`src/rtl/mmu09_pkg.sv`:
```
// rtl/mmu09_pkg.sv - shared constants for the MMU09 context loader
//
// Purpose: offsets within the $FF70-$FF7F I/O window and the loader state
// encoding, shared by the loader top and its bench.
// Ports: none (package).

package mmu09_pkg;

  // Offsets within the $FF7x window (i_addr[3:0]).
  localparam logic [3:0] PTE_STAGE = 4'h0;   // 0..7: staged entries
  localparam logic [3:0] CTX_STAGE = 4'h8;
  localparam logic [3:0] CTX_LOAD  = 4'h9;
  localparam logic [3:0] CTX_STAT  = 4'hA;

  // Loader sequencer states.
  localparam logic [1:0] ST_IDLE    = 2'b00;
  localparam logic [1:0] ST_HALTREQ = 2'b01;
  localparam logic [1:0] ST_COPY    = 2'b10;
  localparam logic [1:0] ST_RELEASE = 2'b11;

  // Offsets 0..7 address a staged entry; bit 3 splits them from control.
  function automatic logic is_pte_stage(input logic [3:0] a);
    return (a & 4'h8) == PTE_STAGE;
  endfunction

endpackage

```
`src/rtl/pte_ctx_ram.sv`:
```
// rtl/pte_ctx_ram.sv - staged page-table banks, NCTX x 8 x 8 bits
//
// Purpose: holds the kernel-staged entries for every context bank.
// Ports:
//   clk          - E clock
//   we/wctx/widx/wdata - synchronous staging write port
//   rctx/ridx    - asynchronous read address (copy sequencer)
//   rdata        - entry at {rctx, ridx}
// Storage is deliberately not reset.

module pte_ctx_ram #(
  parameter int NCTX = 4,
  parameter int CTXW = 2
) (
  input  logic            clk,
  input  logic            we,
  input  logic [CTXW-1:0] wctx,
  input  logic [2:0]      widx,
  input  logic [7:0]      wdata,
  input  logic [CTXW-1:0] rctx,
  input  logic [2:0]      ridx,
  output logic [7:0]      rdata
);

  logic [7:0] mem [NCTX*8];

  always_ff @(posedge clk) begin
    if (we) mem[{wctx, widx}] <= wdata;
  end

  assign rdata = mem[{rctx, ridx}];

endmodule

```
`src/rtl/pte_ctx_loader.sv`:
```
// rtl/pte_ctx_loader.sv - halts the 6809 and copies a staged bank into the live MMU table
//
// Purpose: kernel stages entries at $FF70-$FF77, selects the staging bank at
// $FF78, and writes $FF79 to activate a bank. The loader halts the CPU,
// waits for BA&BS, streams 8 entries to the live page table, then releases.
// Ports:
//   i_eclk, i_reset      - E clock, synchronous active-low reset
//   i_sel, i_rw, i_addr, i_data - CPU access to the $FF7x window
//   i_ba, i_bs           - halt acknowledge from the 6809
//   o_data, o_oe         - status read data and bus drive enable
//   halt_n               - 6809 HALT line
//   pte_we, pte_idx, pte_data - registered live page table write port
//   busy, active_ctx     - sequencer not idle / last bank loaded

module pte_ctx_loader
  import mmu09_pkg::*;
#(
  parameter int NCTX = 4,
  parameter int CTXW = 2
) (
  input  logic            i_eclk,
  input  logic            i_reset,
  input  logic            i_sel,
  input  logic            i_rw,
  input  logic [3:0]      i_addr,
  input  logic [7:0]      i_data,
  input  logic            i_ba,
  input  logic            i_bs,
  output logic [7:0]      o_data,
  output logic            o_oe,
  output logic            halt_n,
  output logic            pte_we,
  output logic [2:0]      pte_idx,
  output logic [7:0]      pte_data,
  output logic            busy,
  output logic [CTXW-1:0] active_ctx
);

  logic [1:0]      state;
  logic            ovr;
  logic [CTXW-1:0] stage_ctx;
  logic [CTXW-1:0] load_ctx;
  logic [2:0]      rd_idx;
  logic [7:0]      rd_data;
  logic            reg_wr;
  logic            stat_rd;
  logic            stage_we;

  assign busy     = (state != ST_IDLE);
  // Only offsets 0..9 are registers; writes elsewhere are silently dropped.
  assign reg_wr   = i_sel & ~i_rw & (i_addr <= CTX_LOAD);
  assign stat_rd  = i_sel & i_rw & (i_addr == CTX_STAT);
  assign stage_we = reg_wr & ~busy & is_pte_stage(i_addr);

  assign o_oe   = stat_rd;
  assign o_data = stat_rd ? {busy, ovr, 2'b00, 4'(active_ctx)} : 8'h00;

  // pte_idx doubles as the copy counter k; the RAM is addressed one entry
  // ahead so the next value is ready to register on the following edge.
  assign rd_idx = (state == ST_COPY) ? pte_idx + 3'd1 : 3'd0;

  pte_ctx_ram #(.NCTX(NCTX), .CTXW(CTXW)) u_ram (
    .clk   (i_eclk),
    .we    (stage_we),
    .wctx  (stage_ctx),
    .widx  (i_addr[2:0]),
    .wdata (i_data),
    .rctx  (load_ctx),
    .ridx  (rd_idx),
    .rdata (rd_data)
  );

  always_ff @(posedge i_eclk) begin
    if (!i_reset) begin
      state      <= ST_IDLE;
      halt_n     <= 1'b1;
      pte_we     <= 1'b0;
      pte_idx    <= 3'd0;
      pte_data   <= 8'h00;
      ovr        <= 1'b0;
      stage_ctx  <= '0;
      load_ctx   <= '0;
      active_ctx <= '0;
    end else begin
      // A write and a status read cannot share an edge (R/W differs).
      if (reg_wr && busy) ovr <= 1'b1;
      else if (stat_rd)   ovr <= 1'b0;

      case (state)
        ST_IDLE: begin
          if (reg_wr && i_addr == CTX_STAGE) stage_ctx <= i_data[CTXW-1:0];
          if (reg_wr && i_addr == CTX_LOAD) begin
            load_ctx <= i_data[CTXW-1:0];
            halt_n   <= 1'b0;
            state    <= ST_HALTREQ;
          end
        end
        ST_HALTREQ: begin
          if (i_ba && i_bs) begin
            pte_we   <= 1'b1;
            pte_idx  <= 3'd0;
            pte_data <= rd_data;
            state    <= ST_COPY;
          end
        end
        ST_COPY: begin
          if (pte_idx == 3'd7) begin
            pte_we <= 1'b0;
            state  <= ST_RELEASE;
          end else begin
            pte_idx  <= pte_idx + 3'd1;
            pte_data <= rd_data;
          end
        end
        default: begin
          active_ctx <= load_ctx;
          halt_n     <= 1'b1;
          state      <= ST_IDLE;
        end
      endcase
    end
  end

endmodule

```
`config.mk`:
```
export PLATFORM = sky130hd
export DESIGN_NAME = pte_ctx_loader
export DESIGN_NICKNAME = d
export VERILOG_FILES = /design/src/rtl/mmu09_pkg.sv /design/src/rtl/pte_ctx_ram.sv /design/src/rtl/pte_ctx_loader.sv
export SDC_FILE = /design/constraint.sdc
export NUM_CORES = 1
export LEC_CHECK = 0
export ABC_AREA = 1
export ABC_CLOCK_PERIOD_IN_PS = 2000
export BUFFER_PORTS_ARGS = -buffer_cell sky130_fd_sc_hd__buf_2
export CAP_MARGIN = 20
export CORE_ASPECT_RATIO = 0.6
export CORE_MARGIN = 1.5
export CORE_UTILIZATION = 56
export DETAILED_ROUTE_END_ITERATION = 10
export GPL_ROUTABILITY_DRIVEN = 1
export HOLD_SLACK_MARGIN = 0.08
export PLACE_DENSITY = 0.72
export SYNTH_ARGS = -nofsm -noshare
export SYNTH_HDL_FRONTEND = slang
export SYNTH_SLANG_ARGS = --single-unit
```
`constraint.sdc`:
```
create_clock -name i_eclk -period 2 [get_ports i_eclk]
set_input_delay 0.4 -clock i_eclk [delete_from_list [all_inputs] [get_ports i_eclk]]
set_output_delay 0.4 -clock i_eclk [all_outputs]
set_load 0.02 [all_outputs]
```
# ---- Word-level counts from Yosys, hierarchy flattened
# Memories as Yosys holds them, arrays and structs flattened.
# Cells that the tools add are included.
# W data, S select, Z words.
dict set report classes {
  addsub 1
  n_lt_le_gt_ge 1
  eq_ne 10
  mux 21
  bitwise 9
  reduce_logical 17
}
# operator count
set op_table {}
lappend op_table {{$mux W8} 3}
lappend op_table {{$pmux W8 S2} 1}
lappend op_table {{$eq A4 B4 Y1 const B} 3}
lappend op_table {{$mux W3} 3}
lappend op_table {{$reduce_and A3 Y1} 3}
lappend op_table {{$mux W1} 7}
lappend op_table {{$and A1 B1 Y1} 6}
lappend op_table {{$mux W2} 3}
lappend op_table {{$ne A2 B2 Y1 const B} 3}
lappend op_table {{$pmux W2 S3} 1}
lappend op_table {{$pmux W3 S2} 1}
lappend op_table {{$reduce_and A2 Y1} 3}
lappend op_table {{$reduce_bool A2 Y1} 3}
lappend op_table {{$le A4 B4 Y1 const B} 1}
lappend op_table {{$logic_and A1 B1 Y1} 4}
lappend op_table {{$logic_not A4 Y1} 1}
lappend op_table {{$pmux W1 S2} 2}
lappend op_table {{$add A3 B1 Y3 const B} 1}
lappend op_table {{$eq A3 B3 Y1 const B} 1}
lappend op_table {{$not A1 Y1} 3}
lappend op_table {{$reduce_or A3 Y1} 1}
lappend op_table {{$eq A2 B1 Y1 const B} 1}
lappend op_table {{$eq A2 B2 Y1 const B} 1}
lappend op_table {{$logic_not A2 Y1} 1}
lappend op_table {{2 further kinds} 2}
dict set report word_totals {
  regBits 22
  mem_bits_rw 256
  word_cells 69
  mem_count 1
}
# name words width rd rd_clocked_by_memory_dff wr line
set memory_table {}
lappend memory_table {u_ram.mem 32 8 1 0 1 pte_ctx_ram.sv:25} ;# logic [7:0] mem [NCTX*8];

# ---- Depth between registers and ports, before layout
dict set report depth {
  depth_word 7
  mapped_depth 14
  ltp_nobuf 13
}

# ---- By module
# From an unflattened synthesis, not the netlist that was laid out.
dict set report hier_totals {
  cells_unflattened 1067
  hier_area_um2 11750.0
}
# mod n_inst cells_per_inst area_each_um2 seq_area_each_um2
set by_module_without_submodules {}
lappend by_module_without_submodules {pte_ctx_ram 1 914 10626.4 7687.4}
lappend by_module_without_submodules {pte_ctx_loader 1 153 1123.6 440.4}

# ---- Worst setup path before layout
# Ideal clock, no wire load.
dict set report synth_path {
  path_type {register -> register}
  from {register state[0]}
  to {memory u_ram.mem[16][0], enable pin}
  setup_time_ns 0.370
  t_arrival_ns 1.689
  required_time_ns 1.630
  slack_ns -0.059
  path_stages_with_launch 9
  n_path_buf 0
  synth_period_minus_slack_ns 2.059
  path_cell_list {dfxtp_1 inv_1 ha_1 inv_1 nor2_1 nand2_1 nor2_1 nand3_1 nor2_1}
}
dict set report synth_via {
  elab_chain_cells 6
}
# item line
set synth_lines {}
lappend synth_lines {{start, declared} pte_ctx_loader.sv:39} ;# logic [1:0] state;
lappend synth_lines {{start signal, assigned} pte_ctx_loader.sv:75} ;# state <= ST_IDLE;
lappend synth_lines {{start signal, assigned} pte_ctx_loader.sv:95} ;# state <= ST_HALTREQ;
lappend synth_lines {{start signal, assigned} pte_ctx_loader.sv:103} ;# state <= ST_COPY;
lappend synth_lines {{$reduce_bool A2 Y1} pte_ctx_loader.sv:49} ;# assign busy = (state != ST_IDLE);
lappend synth_lines {{named net busy} pte_ctx_loader.sv:35} ;# output logic busy,
lappend synth_lines {{$not A1 Y1} pte_ctx_loader.sv:53} ;# assign stage_we = reg_wr & ~busy & is_pte_stage(i_addr);
lappend synth_lines {{$and A1 B1 Y1 (2 in a row)} pte_ctx_loader.sv:53}
lappend synth_lines {{$mux W1} pte_ctx_ram.sv:28} ;# if (we) mem[{wctx, widx}] <= wdata;
lappend synth_lines {{$mux W1 (implied by the code)} pte_ctx_ram.sv:28}
lappend synth_lines {{end, declared} pte_ctx_ram.sv:25}
# The timed path passes the listed nets, and every way through them passes these cells.

# ---- Final worst setup path
dict set report layout_path {
  from {register state[0]}
  to {memory u_ram.mem[10][0], enable pin}
}
dict set report layout_via {
  elab_chain_cells 6
}
# item line
set layout_lines {}
lappend layout_lines {{$reduce_bool A2 Y1} pte_ctx_loader.sv:49}
lappend layout_lines {{$not A1 Y1} pte_ctx_loader.sv:53}
lappend layout_lines {{$and A1 B1 Y1 (2 in a row)} pte_ctx_loader.sv:53}
lappend layout_lines {{$mux W1} pte_ctx_ram.sv:28}
lappend layout_lines {{$mux W1 (implied by the code)} pte_ctx_ram.sv:28}
# Every way passes these cells.

==> flow_metrics.py <==
metrics = {
    "placement": {
        "portBuffers": 38,
        "dp_hpwl_mm": 19.8,
        "placedCellCount": 1600,
        "dp_slack_ns": -0.418,
        "placed_area_sq_um": 13400,
        "routabilityCongestion": 0.928,
    },
    "cells_and_area": {
        "postLayoutCoreUtil": 0.686,
        "multiInputGateArea_sq_um": 3200,
        "diodes": 0,
        "fin_cells": 1660,
        "fill_cells": 1583,
        "layout.nets": 1387,
        "final_area_sq_um": 14600,
        "area_growth_pct": 18.7,
        "seq_area_sq_um": 8130,
        "drive_gt1_frac": 0.156,
    },
    "yosys": {
        "syn_area_sq_um": 12300,
        "synthAdderAreaFrac": 0.00610,
        "seq_area_frac_synth": 0.660,
        "synth.distinct_cells": 26,
        "synth_edf_count": 256,
        "synth_ff_type": "edfxtp_1",
        "yosysTopAreaCellShare": 0.624,
        "async_flop_share": 0,
        "synthSimpleGateAreaFrac": 0.217,
        "synth_top_family_by_area": "simple AND/OR/NAND/NOR gates",
        "syn_area_per_cell_sq_um": 9.81,
        "synth_commonest_cells": "nand2_1, edfxtp_1, inv_1",
        "synth_top_cell_by_area": "edfxtp_1",
        "post-synth-top-count-cell": "nand2_1",
        "synth_area_leaders": "edfxtp_1, nand2_1, nand3_1",
        "syn_inst": 1255,
        "synth-xor-area-share": 0,
        "synth_warnings": 0,
        "synth.area.mux_share": 0,
        "synth_compound_area_frac": 0.0225,
        "synth-seq-cells": 278,
    },
    "setup_path": {
        "r2r_cells": 10,
        "crit_path_max_fanout": 8,
        "crit_path_end_kind": "flip-flop",
        "cpPeakStageDelay_ns": 0.33,
        "critPathSlowestCell": "dfxtp_2",
        "path_class": "reg -> reg",
        "r2r_start": "state[0]",
        "r2r_setup_slack_ns": 0.05,
        "crit_chain": "inv_2 -> ha_2 -> inv_1 -> nor2_2 -> nand2_2 -> nor2_4 -> buf_4 -> nand2_2 -> nor2_2 -> buf_12",
        "crit_arrival_ns": 2.19,
        "timing.rr.end": "u_ram.mem[10][0]",
        "critPathLaunch": "state[0]",
        "critPathCapture": "u_ram.mem[10][0]",
        "crit_required_ns": 2.24,
        "cp-start-kind": "flip-flop",
    },
    "routing": {
        "wl_met2_mm": 13.5,
        "antenna_left": 0,
        "via_per_inst": 5.39,
        "dr.pass1.iters": 5,
        "wl_per_cell_microns": 19.5,
        "dr_wl_met3_mm": 3.82,
        "vias": 8941,
        "routed.top_layer": "met4",
        "drt-met1-wl_mm": 14.3,
        "drtIter0Drc": 1063,
        "totalWireLength_mm": 32.3,
        "route.detailed.drc": 0,
    },
    "worst_hold_path": {
        "hold_class": "in -> reg",
    },
    "grt": {
        "antenna_found_initial": 0,
        "overflow": 0,
        "grt_max_degree": 65,
        "grt_use_total": 0.267,
        "grt_pass1_wl_mm": 46.0,
        "grt_pass1_vias": 8123,
    },
    "flow_run": {
        "cap_violations": 0,
    },
    "floorplanning": {
        "start_util": 0.578,
        "die_height_microns": 118,
        "io_pins": 43,
        "coreArea_sq_um": 21300,
        "core.rowCount": 41,
        "die_x_microns": 194,
        "dieArea_sq_um": 22900,
    },
    "clocking": {
        "clockBufferDepth": 3,
        "clock_latency_ns": 0.53,
        "hold_buffers": 0,
        "cts_tree": "yes",
        "cts_root_buf": "clkbuf_16",
        "clk_pin_slew_ns": 0.06,
        "clkSinkCount": 278,
        "htreeDepth": 1,
        "cts_made_buffers": 25,
    },
    "timing": {
        "slew_headroom": 0.577,
        "finalCritPeriodShare": 0.974,
        "fin_tns_setup_ns": 0,
        "fmax_ghz": 0.514,
        "maxSlewViolCount": 0,
        "hold_viol": 0,
        "worst_slew_pin_slew_ns": 0.634,
        "finalSetupViolCount": 0,
        "fin_skew_ns": 0.0115,
        "finalCriticalPeriod_ns": 1.95,
        "worst_slack_ns": 0.0528,
        "whs_ns": 0.318,
    },
    "power": {
        "power_switching_mw": 5.58,
        "vdd_drop_max_v": 0.000837,
        "p_seq_frac": 0.402,
        "leakagePower_nw": 6.27,
        "clkPwrFrac": 0.278,
        "total_power_mw": 16.5,
        "pwr_density_cell_nw_per_um2": 1130,
        "internal-power_mw": 11.0,
        "comb_power_share": 0.320,
        "switching_share": 0.338,
    },
    "outcome": {
        "status": "finished clean",
    },
}
## layout make-up
type,instances,share of cell area
Clock buffer,35,0.0481
Multi-Input combinational cell,698,0.219
Clock inverter,10,0.00522
Timing Repair Buffer,138,0.0898
Tap cell,279,0.0239
Inverter,222,0.0575
Sequential cell,278,0.556
## worst min-delay path by stage
stage | startpoint | end | slack [ns] | cells after the start
global placement | halt_n | halt_n | 0.48 | 2
CTS | i_reset | halt_n | 0.31 | 2
floorplan | stage_ctx[1] | stage_ctx[1] | 0.49 | 2
detailed placement | halt_n | halt_n | 0.49 | 2
global route | i_data[2] | u_ram.mem[28][2] | 0.32 | 1
finish | i_data[2] | u_ram.mem[28][2] | 0.32 | 1
## power by group through the flow
stage / Combinational, mW / Clock [mW] / Sequential [mW]
after global placement: 4.47 / 0 / 6.75
after floorplan: 2.81 / 0 / 6.88
after global routing: 5.73 / 4.88 / 6.65
final: 5.30 / 4.59 / 6.65
after detailed placement: 4.53 / 0 / 6.75
after CTS: 4.56 / 4.66 / 6.63
## flip-flops by register name, summed over array words and instances, names as in the netlist
register,flops
pte_data,8
state,2
stage_ctx,2
pte_idx,3
halt_n,1
active_ctx,2
load_ctx,2
pte_we,1
ovr,1
u_ram.mem,256
## logic make-up after synthesis
group / Yosys count
AO/OA/AOI/OAI: 53
other: 1
AND/OR/NAND/NOR: 635
buffers and inverters: 282
adder cells (fa/ha/maj): 6
flip-flops: 278
## worst max-delay path: cells and delay by family, from the launching register on
kind | cells | cell delay, ns
adder cells (fa/ha/maj) | 1 | 0.19
buffers and inverters | 4 | 0.45
flip-flops | 1 | 0.33
AND/OR/NAND/NOR | 5 | 0.69
## metal layers
metal  up-vias  track usage
li1       4259            -
met1      4144        0.417
met2       493        0.387
met3        45       0.0501
met4         0       0.0645
met5         -            0
## what timing repair did
action / 4_1_cts / 5_1_grt
pin swaps: 0 / 6
setup buffers: 1 / 5
cloned: 0 / 9
resized for setup: 4 / 46
endpoints found under the setup margin: 152 / 266
## placed cells by master (no fill, tap or decap), types with 3 or more instances in the layout
cell         n
ha_1         3
nand4_1      3
buf_2       38
nor2_2       8
conb_1       4
clkinv_2     6
clkinv_1     4
buf_4       66
nand2_2      3
nor2_1     137
nand3_2     10
nand2_1    279
clkbuf_8     4
buf_12      16
o21ai_0     30
inv_4        3
inv_1      215
dfxtp_1     20
buf_6        9
edfxtp_1   256
a21oi_1     20
nand3_1    186
clkbuf_16   32
clkbuf_1     6
(Power assumes the default switching activity.)
